File: config.mk
export PLATFORM = sky130hd
export DESIGN_NAME = sigmoid_activation
export DESIGN_NICKNAME = d
export VERILOG_FILES = /design/src/rtl/nn_fixed_pkg.sv /design/src/rtl/sigmoid_plan.sv /design/src/rtl/sigmoid_activation.sv
export SDC_FILE = /design/constraint.sdc
export NUM_CORES = 2
export LEC_CHECK = 0
export ABC_AREA = 1
export CAP_MARGIN = 0
export CORE_AREA = 5 5 628 630
export DETAILED_ROUTE_END_ITERATION = 8
export DIE_AREA = 0 0 633 635
export GPL_TIMING_DRIVEN = 0
export SYNTH_ARGS = -nofsm -noshare
export SYNTH_HDL_FRONTEND = slang
export SYNTH_HIERARCHICAL = 1
export SYNTH_SLANG_ARGS = --single-unit
File: constraint.sdc
create_clock -name clock_i -period 8.15 [get_ports clock_i]
set_input_delay 1.63 -clock clock_i [delete_from_list [all_inputs] [get_ports clock_i]]
set_output_delay 1.63 -clock clock_i [all_outputs]
set_load 0.02 [all_outputs]
File: src/rtl/nn_fixed_pkg.sv
// Shared fixed-point constants and FSM/segment types for the activation blocks.
// Constants are functions of the fractional width so any Qm.n format works.
package nn_fixed_pkg;

  typedef enum logic [1:0] {IDLE, RUN, DRAIN, DONE} act_state_t;

  typedef enum logic [1:0] {SEG_LO, SEG_MID, SEG_HI, SEG_SAT} seg_t;

  function automatic int ONE(input int fb);
    return 1 << fb;
  endfunction

  function automatic int FIVE(input int fb);
    return 5 << fb;
  endfunction

  // 2.375 = 19/8
  function automatic int BP_2375(input int fb);
    return 19 << (fb - 3);
  endfunction

  // 0.84375 = 27/32
  function automatic int C_084375(input int fb);
    return 27 << (fb - 5);
  endfunction

  function automatic int C_0625(input int fb);
    return 5 << (fb - 3);
  endfunction

  function automatic int C_05(input int fb);
    return 1 << (fb - 1);
  endfunction

endpackage

File: src/rtl/sigmoid_plan.sv
// Two-stage PLAN sigmoid element unit: stage 1 registers |x|, sign and segment,
// stage 2 (combinational from stage 1) does shift+add and folds negative inputs.
module sigmoid_plan
  import nn_fixed_pkg::*;
#(
  parameter int bits            = 16,
  parameter int fractional_bits = 11,
  parameter int tag_w           = 6
) (
  input  logic                    clk_i,
  input  logic                    rst_i,
  input  logic signed [bits-1:0]  x_i,
  input  logic                    valid_i,
  input  logic        [tag_w-1:0] tag_i,
  output logic        [bits-1:0]  y_o,
  output logic                    valid_o,
  output logic        [tag_w-1:0] tag_o
);

  localparam logic [bits:0] ONE_W  = (bits+1)'(ONE(fractional_bits));
  localparam logic [bits:0] FIVE_W = (bits+1)'(FIVE(fractional_bits));
  localparam logic [bits:0] BP_W   = (bits+1)'(BP_2375(fractional_bits));
  localparam logic [bits:0] C_HI_W = (bits+1)'(C_084375(fractional_bits));
  localparam logic [bits:0] C_MD_W = (bits+1)'(C_0625(fractional_bits));
  localparam logic [bits:0] C_LO_W = (bits+1)'(C_05(fractional_bits));

  logic [bits:0]    x_ext;
  logic [bits:0]    a_d, a_q;
  logic             neg_d, neg_q;
  seg_t             seg_d, seg_q;
  logic             valid_q;
  logic [tag_w-1:0] tag_q;
  logic [bits-1:0]  y_mag;

  // |x| in bits+1 so the most negative input maps to +2^(bits-1) without wrapping
  always_comb begin
    x_ext = {x_i[bits-1], x_i};
    neg_d = x_i[bits-1];
    a_d   = neg_d ? (~x_ext + 1'b1) : x_ext;
    seg_d = SEG_LO;
    if (a_d >= FIVE_W)      seg_d = SEG_SAT;
    else if (a_d >= BP_W)   seg_d = SEG_HI;
    else if (a_d >= ONE_W)  seg_d = SEG_MID;
  end

  always_ff @(posedge clk_i) begin
    if (rst_i) begin
      valid_q <= 1'b0;
    end else begin
      valid_q <= valid_i;
    end
    a_q   <= a_d;
    neg_q <= neg_d;
    seg_q <= seg_d;
    tag_q <= tag_i;
  end

  always_comb begin
    y_mag = bits'(ONE_W);
    case (seg_q)
      SEG_LO:  y_mag = bits'((a_q >> 2) + C_LO_W);
      SEG_MID: y_mag = bits'((a_q >> 3) + C_MD_W);
      SEG_HI:  y_mag = bits'((a_q >> 5) + C_HI_W);
      default: y_mag = bits'(ONE_W);
    endcase
    y_o = neg_q ? (bits'(ONE_W) - y_mag) : y_mag;
  end

  assign valid_o = valid_q;
  assign tag_o   = tag_q;

endmodule

File: src/rtl/sigmoid_activation.sv
// Vector PLAN sigmoid between two layers: start-edge triggered, one element per cycle,
// ready held until start drops so it chains directly with layer blocks.
module sigmoid_activation
  import nn_fixed_pkg::*;
#(
  parameter int bits            = 16,
  parameter int fractional_bits = 11,
  parameter int size            = 50
) (
  input  logic                        clock_i,
  input  logic                        reset_i,
  input  logic                        start_i,
  input  logic [size-1:0][bits-1:0]   in_i,
  output logic [size-1:0][bits-1:0]   out_o,
  output logic                        ready_o
);

  localparam int            IW   = (size > 1) ? $clog2(size) : 1;
  localparam logic [IW-1:0] LAST = IW'(size - 1);

  act_state_t               state_q, state_d;
  logic [IW-1:0]            idx_q, idx_d;
  logic                     start_q;
  logic                     ready_q;
  logic                     last_wr_q;
  logic [size-1:0][bits-1:0] out_q;

  logic [bits-1:0]          y;
  logic                     y_vld;
  logic [IW-1:0]            y_tag;

  sigmoid_plan #(
    .bits            (bits),
    .fractional_bits (fractional_bits),
    .tag_w           (IW)
  ) u_plan (
    .clk_i   (clock_i),
    .rst_i   (reset_i),
    .x_i     (in_i[idx_q]),
    .valid_i (state_q == RUN),
    .tag_i   (idx_q),
    .y_o     (y),
    .valid_o (y_vld),
    .tag_o   (y_tag)
  );

  always_comb begin
    state_d = state_q;
    idx_d   = idx_q;
    case (state_q)
      IDLE: begin
        if (start_i && !start_q) begin
          state_d = RUN;
          idx_d   = '0;
        end
      end
      RUN: begin
        if (idx_q == LAST) begin
          state_d = DRAIN;
          idx_d   = '0;
        end else begin
          idx_d = idx_q + 1'b1;
        end
      end
      // last_wr_q rises the cycle after the final element lands in out[]
      DRAIN: if (last_wr_q) state_d = DONE;
      DONE:  if (!start_i)  state_d = IDLE;
      default: state_d = IDLE;
    endcase
  end

  always_ff @(posedge clock_i) begin
    if (reset_i) begin
      state_q   <= IDLE;
      idx_q     <= '0;
      start_q   <= 1'b0;
      ready_q   <= 1'b0;
      last_wr_q <= 1'b0;
      out_q     <= '0;
    end else begin
      state_q   <= state_d;
      idx_q     <= idx_d;
      start_q   <= start_i;
      ready_q   <= (state_d == DONE);
      last_wr_q <= y_vld && (y_tag == LAST);
      if (y_vld) out_q[y_tag] <= y;
    end
  end

  assign out_o   = out_q;
  assign ready_o = ready_q;

endmodule

==> Word-level counts from Yosys, hierarchy flattened <==
Cells that the tools add are included.
{ "op_classes": {"reduce_logical": 9, "bitwise": 1, "order_cmp": 6, "muxes": 18, "addsub": 6, "eq_ne": 9} }
{ "ops": {"columns": ["op", "n"], "rows": [
  ["$bwmux 800", 1],
  ["$bmux 16 s6", 1],
  ["$demux 16 s6", 1],
  ["$mux 16", 3],
  ["$pmux 16 s3", 1],
  ["$add 17x1->17 const B", 1],
  ["$ge 17x12->1 const B", 1],
  ["$ge 17x13->1 const B", 1],
  ["$ge 17x14->1 const B", 1],
  ["$mux 17", 1],
  ["$not 17->17", 1],
  ["$add 15x11->16 const B", 1],
  ["$sub 12x16->16 const A", 1],
  ["$add 14x11->15 const B", 1],
  ["$lt 6x7->1 const B", 2],
  ["$add 12x11->13 const B", 1],
  ["$eq 6x6->1 const B", 2],
  ["$mux 6", 2],
  ["$pmux 6 s2", 1],
  ["$eq 2x2->1 const B", 4],
  ["$mux 2", 4],
  ["$pmux 2 s4", 1],
  ["$add 6x1->6 const B", 1],
  ["$ge 6x1->1 const B", 1],
  ["9 further kinds", 14]
]} }
{ "word_totals": {"output_inout_bits": 801, "input_bits": 803, "ff_bits": 838, "word_cells": 110} }

==> Logic depth before layout (Yosys ltp) <==
{ "depth": {"ltp_word": 8, "mapped_depth": 28, "mapped_depth_nobuf": 24} }

==> Cells and area by module <==
Netlist, hierarchy kept.
{ "by_module_without_submodules": {"columns": ["module", "seq_area_each_um2", "n_inst", "area_per_inst_um2", "cells_each"], "rows": [
  ["sigmoid_activation", 16235.6, 1, 37083.1, 5797],
  ["sigmoid_plan", 500.5, 1, 1965.6, 317]
]} }

==> Least setup slack after synthesis <==
Ideal clock, no wire load.
{ "synth_timing": {"path_type": "input -> register", "from": "input port in_i[592] in the netlist's numbering", "to": "register u_plan.seg_q[0]", "path_stages": 23, "slack_ns": 4.650, "arrival_time_ns": 3.385, "n_path_buf": 0, "path_cell_list": "inv_1 > nand2_1 > nand3_1 > nand2_1 > nand2_1 > nand2_1 > inv_1 > nand2_1 > nand2_1 > nand2_1 > nand2_1 > nand2_1 > inv_1 > ha_1 > nand3_1 > o21ai_0 > nand3_1 > nand2_1 > nand3_1 > nor2_1 > nand3_1 > o21ai_0 > inv_1"} }
{ "synth_via": {"elab_chain_cells": 8, "word_cells_on_any_way": 10, "cone_classes": "add/sub (1); order compare (3); mux (5); bitwise (1)"} }
{ "synth_rtl": {"columns": ["item", "line", "text"], "rows": [
  ["start, declared", "sigmoid_activation.sv:13", "input logic [size-1:0][bits-1:0] in_i,"],
  ["$bmux 16 s6 *", "sigmoid_activation.sv:39", ".x_i (in_i[idx_q]),"],
  ["$mux 16 (implied by the code) *", "sigmoid_activation.sv:39", null],
  ["$not 17->17", "sigmoid_plan.sv:39", "a_d = neg_d ? (~x_ext + 1'b1) : x_ext;"],
  ["$add 17x1->17", "sigmoid_plan.sv:39", null],
  ["$mux 17 *", "sigmoid_plan.sv:39", null],
  ["$ge 17x12->1", "sigmoid_plan.sv:43", "else if (a_d >= ONE_W) seg_d = SEG_MID;"],
  ["$mux 1", "sigmoid_plan.sv:43", null],
  ["$mux 1", "sigmoid_plan.sv:42", "else if (a_d >= BP_W) seg_d = SEG_HI;"],
  ["end signal, assigned", "sigmoid_plan.sv:54", "seg_q <= seg_d;"],
  ["end, declared", "sigmoid_plan.sv:30", "seg_t seg_d, seg_q;"]
]} }
Mark *: on every way between the ends. The rest lies on a longest branch, timed or not. The select of a mux whose other input is x is not followed.
A chain may end at the register's enable or synchronous reset.

==> Worst setup path in the final report <==
{ "layout_timing": {"from": "register idx_q[0]", "to": "register u_plan.seg_q[0]"} }
{ "layout_via": {"elab_chain_cells": 8, "word_cells_on_any_way": 10, "cone_classes": "add/sub (1); order compare (3); mux (5); bitwise (1)"} }
{ "layout_rtl": {"columns": ["item", "line", "text"], "rows": [
  ["start, declared", "sigmoid_activation.sv:22", "logic [IW-1:0] idx_q, idx_d;"],
  ["start signal, assigned", "sigmoid_activation.sv:82", "idx_q <= idx_d;"],
  ["$bmux 16 s6 *", "sigmoid_activation.sv:39", null],
  ["$mux 16 (implied by the code) *", "sigmoid_activation.sv:39", null],
  ["$not 17->17", "sigmoid_plan.sv:39", null],
  ["$add 17x1->17", "sigmoid_plan.sv:39", null],
  ["$mux 17 *", "sigmoid_plan.sv:39", null],
  ["net u_plan.a_d[9]", "sigmoid_plan.sv:28", "logic [bits:0] a_d, a_q;"],
  ["$ge 17x12->1", "sigmoid_plan.sv:43", null],
  ["$mux 1", "sigmoid_plan.sv:43", null],
  ["$mux 1", "sigmoid_plan.sv:42", null]
]} }
The timed path passes the listed nets; every way through them passes the cells marked *. The select of a mux whose other input is x is not followed.

==> results.json <==
{
  "grt-ovfl-total": 0,
  "drt_iter0_markers": 3918,
  "power.total_mw": 16.16,
  "arrival_ns": 6.23,
  "synthTopCellsByArea": "dfxtp_1 43%, nor2_1 19%, o21ai_0 13%",
  "maxSlewHeadroom_pct": 4.868,
  "ir_drop_mv": 0.2993,
  "dp_slack_ns": 2.185,
  "place_inst": 12930,
  "grt_use_total_pct": 17.09,
  "num_vias": 48910,
  "rsz0062_at_grt": "no",
  "clockBufferDepth": 4,
  "end_kind": "flip-flop",
  "synth_seq_cells": 836,
  "synth_cell_types": 38,
  "post_cts_resized": 0,
  "p_per_area_mw_per_mm2": 246.7,
  "cts_root_buf": "clkbuf_16",
  "r2r_start": "idx_q[0]$_SDFFE_PP0P_",
  "path_clk_slew_ns": 0.05,
  "synth_top_area_share_pct": 42.86,
  "gp_congestion": 0.9121,
  "status": "completed",
  "yosys.area.top_type": "dfxtp_1",
  "via_per_inst": 3.718,
  "reg2reg_to": "u_plan/seg_q[0]$_SDFF_PP1_",
  "grt_pass1_wl_mm": 457.7,
  "setup_viol": 0,
  "seq_area_sq_mm": 0.01674,
  "fin_crit_sh_pct": 68.17,
  "max_freq_ghz": 0.1800,
  "hold_buffers": 0,
  "postLayoutSetupSlackWorst_ns": 2.594,
  "first_global_vias": 45980,
  "routed_wl_mm": 362.9,
  "ios": 1604,
  "cts_sinks": 836,
  "die_x_microns": 633,
  "cts_tree": "done",
  "netlist_area_sq_mm": 0.03905,
  "cp_max_fo": 10,
  "slew_violations": 0,
  "synth-async-reset-ratio_pct": 0,
  "yosysSeqAreaShare_pct": 42.86,
  "port_buffers": 1603,
  "finalSetupTns_ns": 0,
  "final-hold-violation-count": 0,
  "multiInputGateArea_sq_mm": 0.01907,
  "holdPathStages": 0,
  "hp-start": "idx_q[4]$_SDFFE_PP0P_",
  "syn_area_per_cell_sq_um": 6.387,
  "hold_path_end": "u_plan/tag_o[4]$_DFF_P_",
  "critical_path_class": "flip-flop to flip-flop",
  "syn_nets": 6926,
  "drive_gt1_share_pct": 5.318,
  "wl_per_cell_microns": 27.58,
  "fin_crit_ns": 5.556,
  "antenna_found_initial": 78,
  "initial_utilization_pct": 10.07,
  "nNetsFinal": 8648,
  "htree_levels": 3,
  "area_growth_pct": 67.77,
  "cp_data_required_time_ns": 8.82,
  "drtPass1Iterations": 6,
  "post-dp-hpwl_mm": 299.9,
  "fp.coreArea_sq_mm": 0.3880,
  "fp-row-count": 229,
  "cts_buffers": 105,
  "synth_ff_type": "dfxtp_1",
  "drtAntennaViolNets": 0,
  "maxCapViolations": 0,
  "power_leakage_nw": 27.15,
  "critPathLaunchType": "flip-flop",
  "fill_cells": 44450,
  "die_h_microns": 635,
  "clk_latency_ns": 0.82,
  "cts_setup_buffers": 0,
  "instances_no_fill": 13160,
  "rrSetupSlack_ns": 2.59,
  "finalClockSkew_ns": 0.04310,
  "drc": 0,
  "synthCells": 6114,
  "synth_edf_count": 0,
  "r2r_cells": 19,
  "grt_max_degree": 16,
  "hold_ws_ns": 0.3845,
  "hold_path_class": "flip-flop to flip-flop",
  "worst_pin_slew_ns": 1.427,
  "ys_warn_count": 6,
  "die-area_sq_mm": 0.4020
}
-- layer usage --
metal,track usage (%),up-vias,wire [microns]
met4,7.210,12,18720
met3,2.964,491,21530
met1,19.18,23230,137300
met2,31.48,2339,185300
met5,0,-,81
li1,-,22850,-
-- cells in the mapped netlist (6+ instances only) --
cell type / count
nand3_1: 403
dfxtp_1: 836
inv_2: 35
ha_1: 9
buf_4: 9
buf_2: 77
clkbuf_1: 248
o21ai_1: 34
o211ai_1: 18
nor2_1: 2002
xor2_1: 18
clkbuf_2: 10
o21ai_0: 979
a21oi_1: 44
nor3_1: 10
nand2_1: 879
inv_1: 331
nand4_1: 6
nor2_4: 14
buf_1: 111
nor2_2: 9
-- power by group --
| part | internal, mW | switching (mW) |
|---|---|---|
| Clock | 2.84 | 2.05 |
| Combinational | 1.09 | 6.01 |
| Sequential | 4.13 | 0.0462 |
| Total | 8.06 | 8.10 |
-- final cells by class --
type,instances,area share (%)
clock inverter,43,0.8308
inverter,368,2.109
buffer,457,2.985
sequential,836,25.55
tap,5197,9.926
antenna,44,0.1681
clock buffer,144,4.572
multi-input combinational,4453,29.11
timing repair buffer,1615,24.76
-- cells in the final DEF (no fill, tap or decap), types with 6 or more instances in the layout --
cell type        count
buf_6                8
diode_2             44
clkbuf_8            20
inv_2               35
clkinv_4             8
bufinv_16            8
o21ai_0            972
nor3_1               9
xor2_1              18
nand2_1            879
buf_2              130
clkbuf_1           253
clkbuf_16          106
clkbuf_2            23
ha_1                 9
nor2_2              11
clkinv_2            12
o21ai_1             41
o211ai_1            18
buf_4               11
a21oi_1             44
nor2_1            2000
nand3_1            403
nand4_1              6
dfxtp_1            836
clkdlybuf4s50_1   1603
inv_1              331
nor2_4              14
buf_1               58
-- critical path: stages (launching register included) --
cell and delay [ns]:
dfxtp_1 0.45, buf_2 0.34, inv_2 0.23, buf_6 0.27, buf_2 0.47, clkbuf_1 0.94, o21ai_0 0.43, o211ai_1 0.19
nand3_1 0.14, nand2_1 0.41, nand3_1 0.16, nand2_1 0.24, clkbuf_1 0.36, nand2_1 0.12, xnor2_1 0.25, nand2_1 0.08
nand2_1 0.09, nand3_1 0.06, o21ai_0 0.08, inv_1 0.06
-- how the worst max path moves through the flow --
stage | start | cells after the start | to
after detailed placement | idx_q[0]$_SDFFE_PP0P_ | 19 | u_plan/seg_q[0]$_SDFF_PP1_
after CTS | idx_q[0]$_SDFFE_PP0P_ | 19 | u_plan/seg_q[0]$_SDFF_PP1_
after global routing | idx_q[0]$_SDFFE_PP0P_ | 19 | u_plan/seg_q[0]$_SDFF_PP1_
final | idx_q[0]$_SDFFE_PP0P_ | 19 | u_plan/seg_q[0]$_SDFF_PP1_
after floorplan | in_i[592] | 23 | u_plan/seg_q[0]$_SDFF_PP1_
after global placement | idx_q[1]$_SDFFE_PP0P_ | 20 | u_plan/seg_q[0]$_SDFF_PP1_
-- per-stage QoR --
stage	util [%]	instance area, sq um
2_1_floorplan	-	39050
3_3_place_gp	15.88	61600
5_1_grt	16.87	65430
6_report	16.89	65510
3_5_place_dp	15.95	61860
4_1_cts	16.86	65400
-- registers in the layout, indices dropped and copies added (netlist names) --
signal          flops
out_o             800
u_plan/a_q         15
idx_q               6
u_plan/tag_o        6
state_q             2
u_plan/seg_q        2
last_wr_q           1
ready_o             1
start_q             1
u_plan/neg_q        1
u_plan/valid_o      1
-- kinds of logic (layout without fill, tap and decap cells) --
group	Yosys count	after routing	share of synthesized area, %
AND/OR/NAND/NOR	3343	3343	34.07
AO/OA/AOI/OAI	1078	1078	13.95
flip-flops	836	836	42.86
buffers and inverters	825	2627	8.334
XOR/XNOR	22	22	0.4934
adder cells (fa/ha/maj)	9	9	0.2884
other	1	45	0.009603
No activity file was read; power rests on OpenSTA's default activity.
